$ cat src/rtl/riscv_mem_pkg.sv
// rtl/riscv_mem_pkg.sv - shared funct3 codes and MEM-stage FSM encoding
package riscv_mem_pkg;

    localparam logic [2:0] F3_B  = 3'b000;
    localparam logic [2:0] F3_H  = 3'b001;
    localparam logic [2:0] F3_W  = 3'b010;
    localparam logic [2:0] F3_BU = 3'b100;
    localparam logic [2:0] F3_HU = 3'b101;

    // Access size lives in funct3[1:0]; 2'b11 has no RV32I meaning.
    localparam logic [1:0] SZ_B = 2'b00;
    localparam logic [1:0] SZ_H = 2'b01;
    localparam logic [1:0] SZ_W = 2'b10;

    typedef enum logic {
        IDLE = 1'b0,
        WAIT = 1'b1
    } mem_state_t;

    // True when the low address bits do not fit the access size.
    function automatic logic is_misaligned(input logic [1:0] size, input logic [1:0] addr_lo);
        case (size)
            SZ_B:    is_misaligned = 1'b0;
            SZ_H:    is_misaligned = addr_lo[0];
            SZ_W:    is_misaligned = |addr_lo;
            default: is_misaligned = 1'b1;
        endcase
    endfunction

endpackage

$ cat src/rtl/mem_load_align.sv
// rtl/mem_load_align.sv - picks the addressed byte/half from a read word and extends it
module mem_load_align
    import riscv_mem_pkg::*;
(
    input  logic [31:0] rdata,
    input  logic [1:0]  addr,
    input  logic [2:0]  funct3,
    output logic [31:0] ReadData
);

    logic [7:0]  byte_sel;
    logic [15:0] half_sel;

    // Lane select followed by sign or zero extension chosen by funct3.
    always_comb begin
        case (addr)
            2'd0:    byte_sel = rdata[7:0];
            2'd1:    byte_sel = rdata[15:8];
            2'd2:    byte_sel = rdata[23:16];
            default: byte_sel = rdata[31:24];
        endcase
        half_sel = addr[1] ? rdata[31:16] : rdata[15:0];

        case (funct3)
            F3_B:    ReadData = {{24{byte_sel[7]}}, byte_sel};
            F3_BU:   ReadData = {24'h0, byte_sel};
            F3_H:    ReadData = {{16{half_sel[15]}}, half_sel};
            F3_HU:   ReadData = {16'h0, half_sel};
            F3_W:    ReadData = rdata;
            default: ReadData = 32'h0;
        endcase
    end

endmodule

$ cat src/rtl/memory_cycle.sv
// rtl/memory_cycle.sv - RV32I MEM stage: data bus handshake, store steering, MEM/WB register
module memory_cycle
    import riscv_mem_pkg::*;
#(
    parameter int WAIT_LIMIT = 255,
    parameter int CNT_W      = 8
) (
    input  logic        clk,
    input  logic        rst,
    input  logic        RegWriteM,
    input  logic [1:0]  ResultSrcM,
    input  logic        LoadM,
    input  logic        StoreM,
    input  logic [4:0]  RD_M,
    input  logic [31:0] PCPlus4M,
    input  logic [31:0] WriteDataM,
    input  logic [31:0] ALU_ResultM,
    input  logic [31:0] InstrM,
    output logic        dmem_req,
    output logic        dmem_we,
    output logic [31:0] dmem_addr,
    output logic [31:0] dmem_wdata,
    output logic [3:0]  dmem_be,
    input  logic        dmem_ready,
    input  logic [31:0] dmem_rdata,
    output logic        StallM,
    output logic        RegWriteW,
    output logic [1:0]  ResultSrcW,
    output logic [4:0]  RD_W,
    output logic [31:0] PCPlus4W,
    output logic [31:0] ALU_ResultW,
    output logic [31:0] ReadDataW,
    output logic [31:0] InstrW,
    output logic        MisalignW,
    output logic        MemErrW
);

    localparam logic [CNT_W-1:0] LIMIT = CNT_W'(WAIT_LIMIT);

    mem_state_t       state, state_n;
    logic [CNT_W-1:0] cnt, cnt_n;

    logic [2:0]  funct3;
    logic [1:0]  addr_lo;
    logic        mem_op;
    logic        misalign;
    logic        access;
    logic        req;
    logic        stall;
    logic        abort;
    logic [31:0] load_data;

    assign funct3   = InstrM[14:12];
    assign addr_lo  = ALU_ResultM[1:0];
    assign mem_op   = LoadM | StoreM;
    assign misalign = is_misaligned(funct3[1:0], addr_lo);
    assign access   = mem_op & ~misalign;

    // Reset gates the bus request and stall so they drop the instant rst rises.
    assign dmem_req  = req & ~rst;
    assign StallM    = stall & ~rst;
    assign dmem_we   = StoreM;
    assign dmem_addr = {ALU_ResultM[31:2], 2'b00};

    // FSM state and wait counter registers.
    always_ff @(posedge clk or posedge rst) begin
        if (rst) begin
            state <= IDLE;
            cnt   <= '0;
        end else begin
            state <= state_n;
            cnt   <= cnt_n;
        end
    end

    // Handshake sequencing: complete on ready, stall while waiting, abort at the limit.
    always_comb begin
        state_n = state;
        cnt_n   = cnt;
        req     = 1'b0;
        stall   = 1'b0;
        abort   = 1'b0;
        case (state)
            IDLE: begin
                if (access) begin
                    req = 1'b1;
                    if (!dmem_ready) begin
                        stall   = 1'b1;
                        state_n = WAIT;
                        cnt_n   = CNT_W'(1);
                    end
                end
            end
            WAIT: begin
                if (!access) begin
                    // EX/MEM is held while stalled, so this only guards odd upstream behaviour.
                    state_n = IDLE;
                    cnt_n   = '0;
                end else if (dmem_ready) begin
                    req     = 1'b1;
                    state_n = IDLE;
                    cnt_n   = '0;
                end else if (cnt < LIMIT) begin
                    req   = 1'b1;
                    stall = 1'b1;
                    cnt_n = cnt + 1'b1;
                end else begin
                    abort   = 1'b1;
                    state_n = IDLE;
                    cnt_n   = '0;
                end
            end
            default: begin
                state_n = IDLE;
                cnt_n   = '0;
            end
        endcase
    end

    // Store lane steering: replicate the datum across lanes and enable only the addressed bytes.
    always_comb begin
        dmem_wdata = WriteDataM;
        dmem_be    = 4'b1111;
        if (StoreM) begin
            case (funct3[1:0])
                SZ_B: begin
                    dmem_wdata = {4{WriteDataM[7:0]}};
                    dmem_be    = 4'b0001 << addr_lo;
                end
                SZ_H: begin
                    dmem_wdata = {2{WriteDataM[15:0]}};
                    dmem_be    = ALU_ResultM[1] ? 4'b1100 : 4'b0011;
                end
                default: begin
                    dmem_wdata = WriteDataM;
                    dmem_be    = 4'b1111;
                end
            endcase
        end
    end

    mem_load_align u_load_align (
        .rdata    (dmem_rdata),
        .addr     (addr_lo),
        .funct3   (funct3),
        .ReadData (load_data)
    );

    // MEM/WB register: bubble while stalled, otherwise capture the finished instruction.
    always_ff @(posedge clk or posedge rst) begin
        if (rst) begin
            RegWriteW   <= 1'b0;
            ResultSrcW  <= 2'b00;
            RD_W        <= 5'd0;
            PCPlus4W    <= 32'h0;
            ALU_ResultW <= 32'h0;
            ReadDataW   <= 32'h0;
            InstrW      <= 32'h0;
            MisalignW   <= 1'b0;
            MemErrW     <= 1'b0;
        end else if (stall) begin
            RegWriteW <= 1'b0;
            MisalignW <= 1'b0;
            MemErrW   <= 1'b0;
        end else begin
            RegWriteW   <= RegWriteM & ~(mem_op & misalign) & ~abort;
            ResultSrcW  <= ResultSrcM;
            RD_W        <= RD_M;
            PCPlus4W    <= PCPlus4M;
            ALU_ResultW <= ALU_ResultM;
            ReadDataW   <= (LoadM & access & ~abort) ? load_data : 32'h0;
            InstrW      <= InstrM;
            MisalignW   <= mem_op & misalign;
            MemErrW     <= abort;
        end
    end

endmodule

$ cat config.mk
export PLATFORM = sky130hd
export DESIGN_NAME = memory_cycle
export DESIGN_NICKNAME = d
export VERILOG_FILES = /design/src/rtl/riscv_mem_pkg.sv /design/src/rtl/mem_load_align.sv /design/src/rtl/memory_cycle.sv
export SDC_FILE = /design/constraint.sdc
export NUM_CORES = 1
export LEC_CHECK = 0
export ABC_CLOCK_PERIOD_IN_PS = 13000
export CORE_AREA = 8 8 140 142
export CTS_BUF_LIST = sky130_fd_sc_hd__clkbuf_8
export DETAILED_ROUTE_END_ITERATION = 10
export DIE_AREA = 0 0 148 150
export DONT_BUFFER_PORTS = 1
export PLACE_DENSITY = 0.51
export SYNTH_ARGS = -nofsm -noshare
export SYNTH_HDL_FRONTEND = slang
export SYNTH_SLANG_ARGS = --single-unit
$ cat constraint.sdc
create_clock -name clk -period 13 [get_ports clk]
set_input_delay 1.95 -clock clk [delete_from_list [all_inputs] [get_ports clk]]
set_output_delay 1.95 -clock clk [all_outputs]
set_load 0.05 [all_outputs]
Yosys cells after proc, flatten, opt, wreduce, memory -nomap -nowiden:

Index checks and enable logic that the tools add are counted.

* add/sub/neg operators: 1
* order comparisons: 1
* equal/unequal tests: 10
* shifts and indexed selects: 1
* multiplexer cells: 33
* bitwise operators: 14
* reduce and logical (&&, ||, !) cells: 5

Operator list (count)
* one-hot mux 32 bit (5 select lines): 1
* two-way mux 32 bit: 2
* one-hot mux 32 bit (2 select lines): 1
* two-way mux 8 bit: 5
* one-hot mux 8 bit (3 select lines): 1
* two-way mux 16 bit: 1
* one-hot mux 8 bit (2 select lines): 1
* two-way mux 1 bit: 15
* adder 8 x 1 -> 8 bit (second input constant): 1
* bitwise AND 1 bit: 8
* less-than comparator 8 bit (second input constant): 1
* two-way mux 4 bit: 2
* one-hot mux 4 bit (2 select lines): 1
* == test 3 bit (second input constant): 2
* inverter 1 bit: 5
* == test 2 x 1 -> 1 bit (second input constant): 2
* == test 2 bit (second input constant): 2
* zero test 2 bit: 2
* inequality test 2 bit (second input constant): 2
* one-hot mux 1 bit (2 select lines): 2
* << shifter 1 x 2 -> 4 bit (first input constant): 1
* == test 3 x 1 -> 1 bit (second input constant): 1
* == test 3 x 2 -> 1 bit (second input constant): 1
* zero test 3 bit: 1
* other kinds (4): 4

* bits in registers: 147
* input port bits: 173
* output and inout port bits: 209

Logic depth before layout (Yosys ltp):

Gate-level depths: netlist of run 1.

* depth in word-level cells: 9
* gate-level depth with buffers: 8
* gate-level depth less buffers: 5

Hierarchy:

A second synthesis of run 1 with hierarchy kept.

* cell total of the unflattened synthesis: 610
* area total of the unflattened synthesis: 7479.7 um2

Modules (own cells, without submodules)
* memory_cycle: times used 1, cells an instance 476, area each 6408.6 um2, seq. area each 3678.5 um2
* mem_load_align: times used 1, cells an instance 134, area each 1071.0 um2, seq. area each 0.0 um2

Worst setup path before layout of run 1:

Ideal clock, no wire load.

* kind: input to output
* start point: input port rst
* end point: output port StallM
* data arrival time: 5.827 ns
* required time: 11.050 ns
* path slack: 5.223 ns
* stages on the path: 2
* path buffers: 0
* cell sequence: inv_1 -> and3_1

* word-level cells in the longest chain between the ends: 2

Ends and longest elaborated chain
* start, declared: RTL line memory_cycle.sv:9 `input logic rst,`
* inverter 1 bit: RTL line memory_cycle.sv:61 `assign StallM = stall & ~rst;`
* bitwise AND 1 bit: RTL line memory_cycle.sv:61
* end, declared: RTL line memory_cycle.sv:26 `output logic StallM,`

No other way between the ends.

Worst setup path in the final report of run 1:

* start point: input port InstrM[13]
* end point: output port dmem_wdata[26]

* word-level cells in the longest chain between the ends: 3
* elaborated cells between the ends (all ways): 4
* classes of those cells: eq/ne (1); mux (2); reduce/logical (1)

Ends and longest elaborated chain
* start, declared: RTL line memory_cycle.sv:18 `input logic [31:0] InstrM,`
* == test 2 x 1 -> 1 bit / zero test 2 bit (equally long branches): RTL line memory_cycle.sv:125 `case (funct3[1:0])`
* one-hot mux 32 bit (2 select lines) *: RTL line memory_cycle.sv:125
* two-way mux 32 bit *: RTL line memory_cycle.sv:124 `if (StoreM) begin`
* end, declared: RTL line memory_cycle.sv:22 `output logic [31:0] dmem_wdata,`

Mark *: on every way between the ends. The rest lies on a longest branch, timed or not.

==> results.py, run 1 <==
metrics = {
    "status": {
        "outcome": "finished, final reports clean",
    },
    "synth": {
        "ys.flop_type": "dfrtp_1",
        "yosysMostFrequentCell": "dfrtp_1",
        "avgSynthCellArea_um2": 12.85,
        "yosysTopAreaCell": "dfrtp_1",
        "synth_common_cells": "147 x dfrtp_1, 117 x mux2_2, 41 x buf_4",
        "ys_ff_latch": 147,
        "synth_cells": 527,
        "ys_types": 47,
        "ys_seq_area_share_pct": 54.33,
        "synth_area_um2": 6770,
        "yosys.area.top_type_share_pct": 54.33,
        "synth-edff-count": 0,
        "synthArstFlopShare_pct": 100.0,
        "yosysWarnings": 0,
        "ys_top_cells_by_area": "dfrtp_1 54%, mux2_2 19%, buf_4 4.5%, a221o_1 2.5%, nand2_1 2.2%",
    },
    "timing": {
        "hold_viol_final": 0,
        "final-setup-viol-count": 0,
        "post-route-period-util_pct": 41.02,
        "fmax_mhz": 187.5,
        "tightest_slew_ns": 1.176,
        "timing.final.crit_period_ns": 5.332,
        "setup_slack_ns": 7.668,
        "setup_tns_ns": 0,
        "relSlewSlack_pct": 21.42,
        "rsz0062_at_grt": "false",
        "fin_hold_ws_ns": 0.5658,
        "fin_skew_ns": 0.01874,
        "slew_violations": 0,
    },
    "clock_network": {
        "clkLatencyLatePin_ns": 0.45,
        "cts_buffers": 17,
        "cts.sinks": 147,
        "post-cts-setup-buffer-count": 0,
        "cts.htree.levels": 4,
        "cts_hold_buffers": 0,
        "path_clk_slew_ns": 0.08,
        "cts_resized": 0,
        "cts_root_buf": "clkbuf_8",
        "cts_buffer_depth": 2,
        "cts_tree": "built",
    },
    "critical_path": {
        "end_kind": "primary output",
        "cpMaxStageDelayCell": "o21ai_1",
        "startpoint_type": "primary input",
        "worstPathCellList": "nand2b_1 > o21ai_1",
        "slowest_delay_ns": 0.96,
        "cp_num_buf_inv": 0,
        "worst-path-max-fanout": 24,
        "critPathTopFamily": "compound AO/OA/AOI/OAI gates",
        "cp.arrival_ns": 3.38,
        "startpoint": "InstrM[13]",
        "critPathKind": "primary input to primary output",
        "required_ns": 11.05,
        "crit-reg2reg-launch": "cnt[0]",
    },
    "placement": {
        "portBuffers": 0,
        "placed_cells": 693,
        "place_hpwl_um": 14450,
        "place_area_um2": 6644,
        "routabilityCongestion": 0.7597,
        "post-place-ws_ns": 7.679,
    },
    "power_and_ir_drop": {
        "leakage_nw": 3.050,
        "peakVddDrop_mv": 0.07856,
        "power_density_nw_per_um2": 158.7,
    },
    "drt": {
        "firstDrtPassIters": 5,
        "drt-wirelength-per-cell_um": 25.95,
        "viasPerCell": 5.724,
        "ant_nets": 0,
        "routed_wl_um": 18870,
        "drc": 0,
        "vias": 4161,
        "drt_iter0_drc": 209,
    },
    "global_route": {
        "grt_max_degree": 86,
        "grt_pass1_vias": 4372,
        "grt_pass1_wl_um": 27870,
        "grt_overflow_total": 0,
        "grt_antenna_before_repair": 4,
        "track_usage_pct": 16.40,
    },
    "floorplan": {
        "fp.coreArea_um2": 17530,
        "core.rowCount": 49,
        "dieWidth_um": 148,
        "die_y_um": 150,
        "start_util_pct": 38.61,
        "pin_count": 382,
        "dieArea_um2": 22200,
    },
    "worst_hold_path": {
        "hp-class": "flip-flop to flip-flop",
        "min-delay-start": "cnt[5]",
    },
    "layout": {
        "layout.cells.non_filler": 727,
        "finish.instance_area_um2": 7089,
        "drive_gt1_share_pct": 33.67,
        "seq_area_um2": 3679,
        "nFillCells": 1694,
        "final_nets": 657,
        "syn_to_final_growth_pct": 4.713,
        "multi_input_area_um2": 2625,
    },
    "job": {
        "drv_cap": 0,
    },
}
routing by layer:
| metal | GRT usage [%] | vias to the layer above | wire length [um] |
|---|---|---|---|
| li1 | - | 1791 | - |
| met1 | 18.51 | 2144 | 6851 |
| met2 | 26.67 | 194 | 9677 |
| met3 | 7.862 | 28 | 1977 |
| met4 | 5.864 | 4 | 334 |
| met5 | 0 | - | 27 |
path summary, 6_finish.rpt:
path	to	slack, ns	depth (start not counted)
max	dmem_wdata[26]	7.67	2
min	cnt[5]	0.57	1
max reg2reg	ALU_ResultW[0]	9.96	6
min reg2reg	cnt[5]	0.57	1
max in group asynchronous	PCPlus4W[3]	10.10	2
min in group asynchronous	ReadDataW[30]	1.46	1
layout by cell type (no fill, tap or decap), types with 2 or more instances in the layout:
cell / netlist / final
and4_1: 2 / 2
conb_1: 1 / 2
diode_2: 0 / 2
o21ai_1: 0 / 12
mux2i_1: 9 / 9
nand2_1: 39 / 39
inv_6: 0 / 3
nor4bb_1: 2 / 2
nor4_2: 1 / 2
nand3_1: 6 / 6
clkbuf_8: 0 / 18
nor2b_1: 3 / 3
nor2_1: 11 / 11
a222oi_1: 8 / 8
nor3_1: 7 / 7
inv_8: 0 / 5
a211o_1: 4 / 4
bufinv_16: 0 / 3
nor3b_2: 2 / 2
clkinv_4: 0 / 2
mux2_1: 2 / 2
nor3b_1: 4 / 4
buf_4: 41 / 5
and3_1: 2 / 2
inv_1: 3 / 3
o2bb2ai_1: 8 / 8
a21o_1: 9 / 9
o21a_1: 2 / 2
dfrtp_1: 147 / 147
mux2_2: 117 / 117
a21oi_1: 10 / 10
o21ai_0: 17 / 5
a221o_1: 17 / 17
a22oi_1: 7 / 7
state kept, by name, summed over array words and instances (netlist names):
| signal | count |
|---|---|
| state | 1 |
| ALU_ResultW | 32 |
| MemErrW | 1 |
| ReadDataW | 32 |
| MisalignW | 1 |
| RD_W | 5 |
| RegWriteW | 1 |
| InstrW | 32 |
| PCPlus4W | 32 |
| cnt | 8 |
| ResultSrcW | 2 |
final cells by class:
cell class                      instances  share of cell area (%)
Inverter                                3                  0.2294
Timing Repair Buffer                    5                  0.5295
Clock buffer                           18                   3.495
Tap cell                              229                   4.042
Clock inverter                         14                   2.718
Antenna cell                            2                 0.07060
Multi-Input combinational cell        309                   37.03
Sequential cell                       147                   51.89
cell families after synthesis:
logic type	Yosys count	share of synthesized area (%)
simple gates	88	6.709
fa+ha+maj	1	0.1848
compound gates	89	10.18
flops	147	54.33
mux	129	21.46
buf+inv	72	7.078
other cells	1	0.05539
where the power goes:
| group | internal [W] | leakage, nW | switching [W] |
|---|---|---|---|
| clock | 0.000203 | 0.225 | 0.000193 |
| sequential | 0.000486 | 1.81 | 0.000134 |
| combinational | 0.0000420 | 1.02 | 0.0000681 |
| total | 0.000730 | 3.05 | 0.000395 |
metrics by stage:
stage / power, W / util (%)
6_report: 0.001125 / 40.43
5_1_grt: 0.001171 / 40.43
4_1_cts: 0.001139 / 40.40
3_5_place_dp: 0.0007420 / 37.89
3_3_place_gp: 0.0007382 / 37.89
2_1_floorplan: 0.0007509 / -
No activity file was read; power rests on OpenSTA's default activity.
==> inputs of run 2 (changes only) <==
ABC_CLOCK_PERIOD_IN_PS = 4300   (was 13000)
PLACE_DENSITY = 0.53   (was 0.51)
clock period = 4.3 ns   (was 13 ns; I/O delays follow)
==> run 2 against run 1 <==
  * Global-route usage fell by 0.37 points
  * Via count is 0.12% lower
  * Setup slack worse by 6.2 ns
  * Critical path depth is the same
  * Clock skew decreased by 0.0047 ns
  * Sequential share of layout area barely moved
  * Non-clock buffer count rose by 1
  * First-iteration DRC count is 43% higher
  * Cell area about the same
  * Combinational power increased to 3.0 times the previous value
  * Routed wire length decreased by 1.6%
  * Hold slack worse by 0.24 ns
==> results.py, run 2 (same netlist as run 1, synthesis figures left out) <==
metrics = {
    "job": {
        "drv_cap": 0,
    },
    "worst_hold_path": {
        "hp-class": "primary input to flip-flop",
    },
    "global_route": {
        "grt_pass1_vias": 4366,
        "grt_overflow_total": 0,
        "grt_max_degree": 75,
        "grt_antenna_before_repair": 0,
        "track_usage_pct": 16.03,
        "grt_pass1_wl_um": 27390,
    },
    "drt": {
        "drt-wirelength-per-cell_um": 25.56,
        "viasPerCell": 5.725,
        "drc": 0,
        "vias": 4156,
        "drt_iter0_drc": 299,
        "firstDrtPassIters": 9,
        "routed_wl_um": 18560,
        "ant_nets": 0,
    },
    "timing": {
        "tightest_slew_ns": 1.212,
        "relSlewSlack_pct": 18.88,
        "final-setup-viol-count": 0,
        "fin_skew_ns": 0.01407,
        "fmax_mhz": 357.4,
        "rsz0062_at_grt": "false",
        "setup_tns_ns": 0,
        "post-route-period-util_pct": 65.07,
        "slew_violations": 0,
        "timing.final.crit_period_ns": 2.798,
        "hold_viol_final": 0,
    },
    "clock_network": {
        "cts_tree": "built",
        "cts_buffers": 17,
        "cts_buffer_depth": 2,
        "post-cts-setup-buffer-count": 0,
        "cts_root_buf": "clkbuf_8",
        "clkLatencyLatePin_ns": 0.44,
        "cts_resized": 0,
        "cts.htree.levels": 4,
        "cts.sinks": 147,
        "cts_hold_buffers": 0,
        "path_clk_slew_ns": 0.09,
    },
    "layout": {
        "seq_area_um2": 3679,
        "diodes": 0,
        "nFillCells": 1700,
        "layout_commonest_cell": "dfrtp_1",
        "final_nets": 658,
        "layout.cells.non_filler": 726,
        "drive_gt1_share_pct": 34.00,
        "multi_input_area_um2": 2625,
        "layout_common_cells": "147 x dfrtp_1, 117 x mux2_2, 39 x nand2_1, 17 x a221o_1, 17 x clkbuf_8",
        "syn_to_final_growth_pct": 4.620,
    },
    "floorplan": {
        "dieArea_um2": 22200,
        "core.rowCount": 49,
        "pin_count": 382,
        "dieWidth_um": 148,
        "fp.coreArea_um2": 17530,
        "start_util_pct": 38.61,
        "die_y_um": 150,
    },
    "power_and_ir_drop": {
        "leakage_nw": 3.041,
        "peakVddDrop_mv": 0.1876,
        "power_density_nw_per_um2": 472.0,
        "finalPower_w": 0.003343,
    },
    "critical_path": {
        "end_kind": "primary output",
        "startpoint_type": "primary input",
        "cp.arrival_ns": 2.15,
        "slowest_delay_ns": 1.02,
        "critPathKind": "primary input to primary output",
        "worstPathCellList": "nand2b_1 > o21ai_1",
        "worst-path-max-fanout": 24,
        "required_ns": 3.65,
        "critPathTopFamily": "compound AO/OA/AOI/OAI gates",
        "cpMaxStageDelayCell": "o21ai_1",
        "cp_num_buf_inv": 0,
    },
    "placement": {
        "routabilityCongestion": 0.7596,
        "portBuffers": 0,
        "placed_cells": 694,
        "place_hpwl_um": 14280,
    },
    "status": {
        "outcome": "finished, final reports clean",
    },
}
==> run 2: cell type report <==
cell class	count	area share [%]
sequential	147	51.93
multi-input combinational	309	37.06
tap	229	4.045
clock buffer	17	3.303
clock inverter	15	2.632
timing repair buffer	6	0.8126
inverter	3	0.2120
==> run 2: worst paths after layout <==
kind                            slack [ns]         endpoint  cells after the start  startpoint
worst max-delay path                  1.50   dmem_wdata[30]                      2  InstrM[13]
worst min-delay path                  0.33        InstrW[0]                      1   InstrM[0]
worst max register to register        1.89  ALU_ResultW[24]                      6      cnt[0]
worst min register to register        0.57           cnt[1]                      1      cnt[1]
max in group asynchronous             3.29       InstrW[19]                      2         rst
min in group asynchronous             0.38           cnt[7]                      2         rst
==> run 2: metal layers <==
metal	part of all wire [%]	routed length, um	vias up	global-route usage, %
met5	0	0	-	0
met4	2.2	401	0	7.037
met3	9.2	1715	30	6.169
met2	51	9440	217	25.91
met1	38	7001	2115	18.67
li1	-	-	1794	-
==> run 2: through the flow <==
| step | hold WS, ns | area (um2) | worst slack (ns) | utilization [%] |
|---|---|---|---|---|
| after floorplan | 0.5082 | 6778 | 0.2228 | - |
| after global placement | 0.5368 | 6663 | 1.531 | 38.00 |
| after detailed placement | 0.5428 | 6663 | 1.437 | 38.00 |
| after CTS | 0.2804 | 7083 | 1.490 | 40.40 |
| after global routing | 0.2926 | 7083 | 1.403 | 40.40 |
| final | 0.3269 | 7083 | 1.502 | 40.40 |
==> run 2: report_power, final <==
group | total [W] | internal (W) | switching, W
logic | 0.000335 | 0.000129 | 0.000206
registers | 0.00187 | 0.00147 | 0.000402
clock network | 0.00114 | 0.000545 | 0.000593
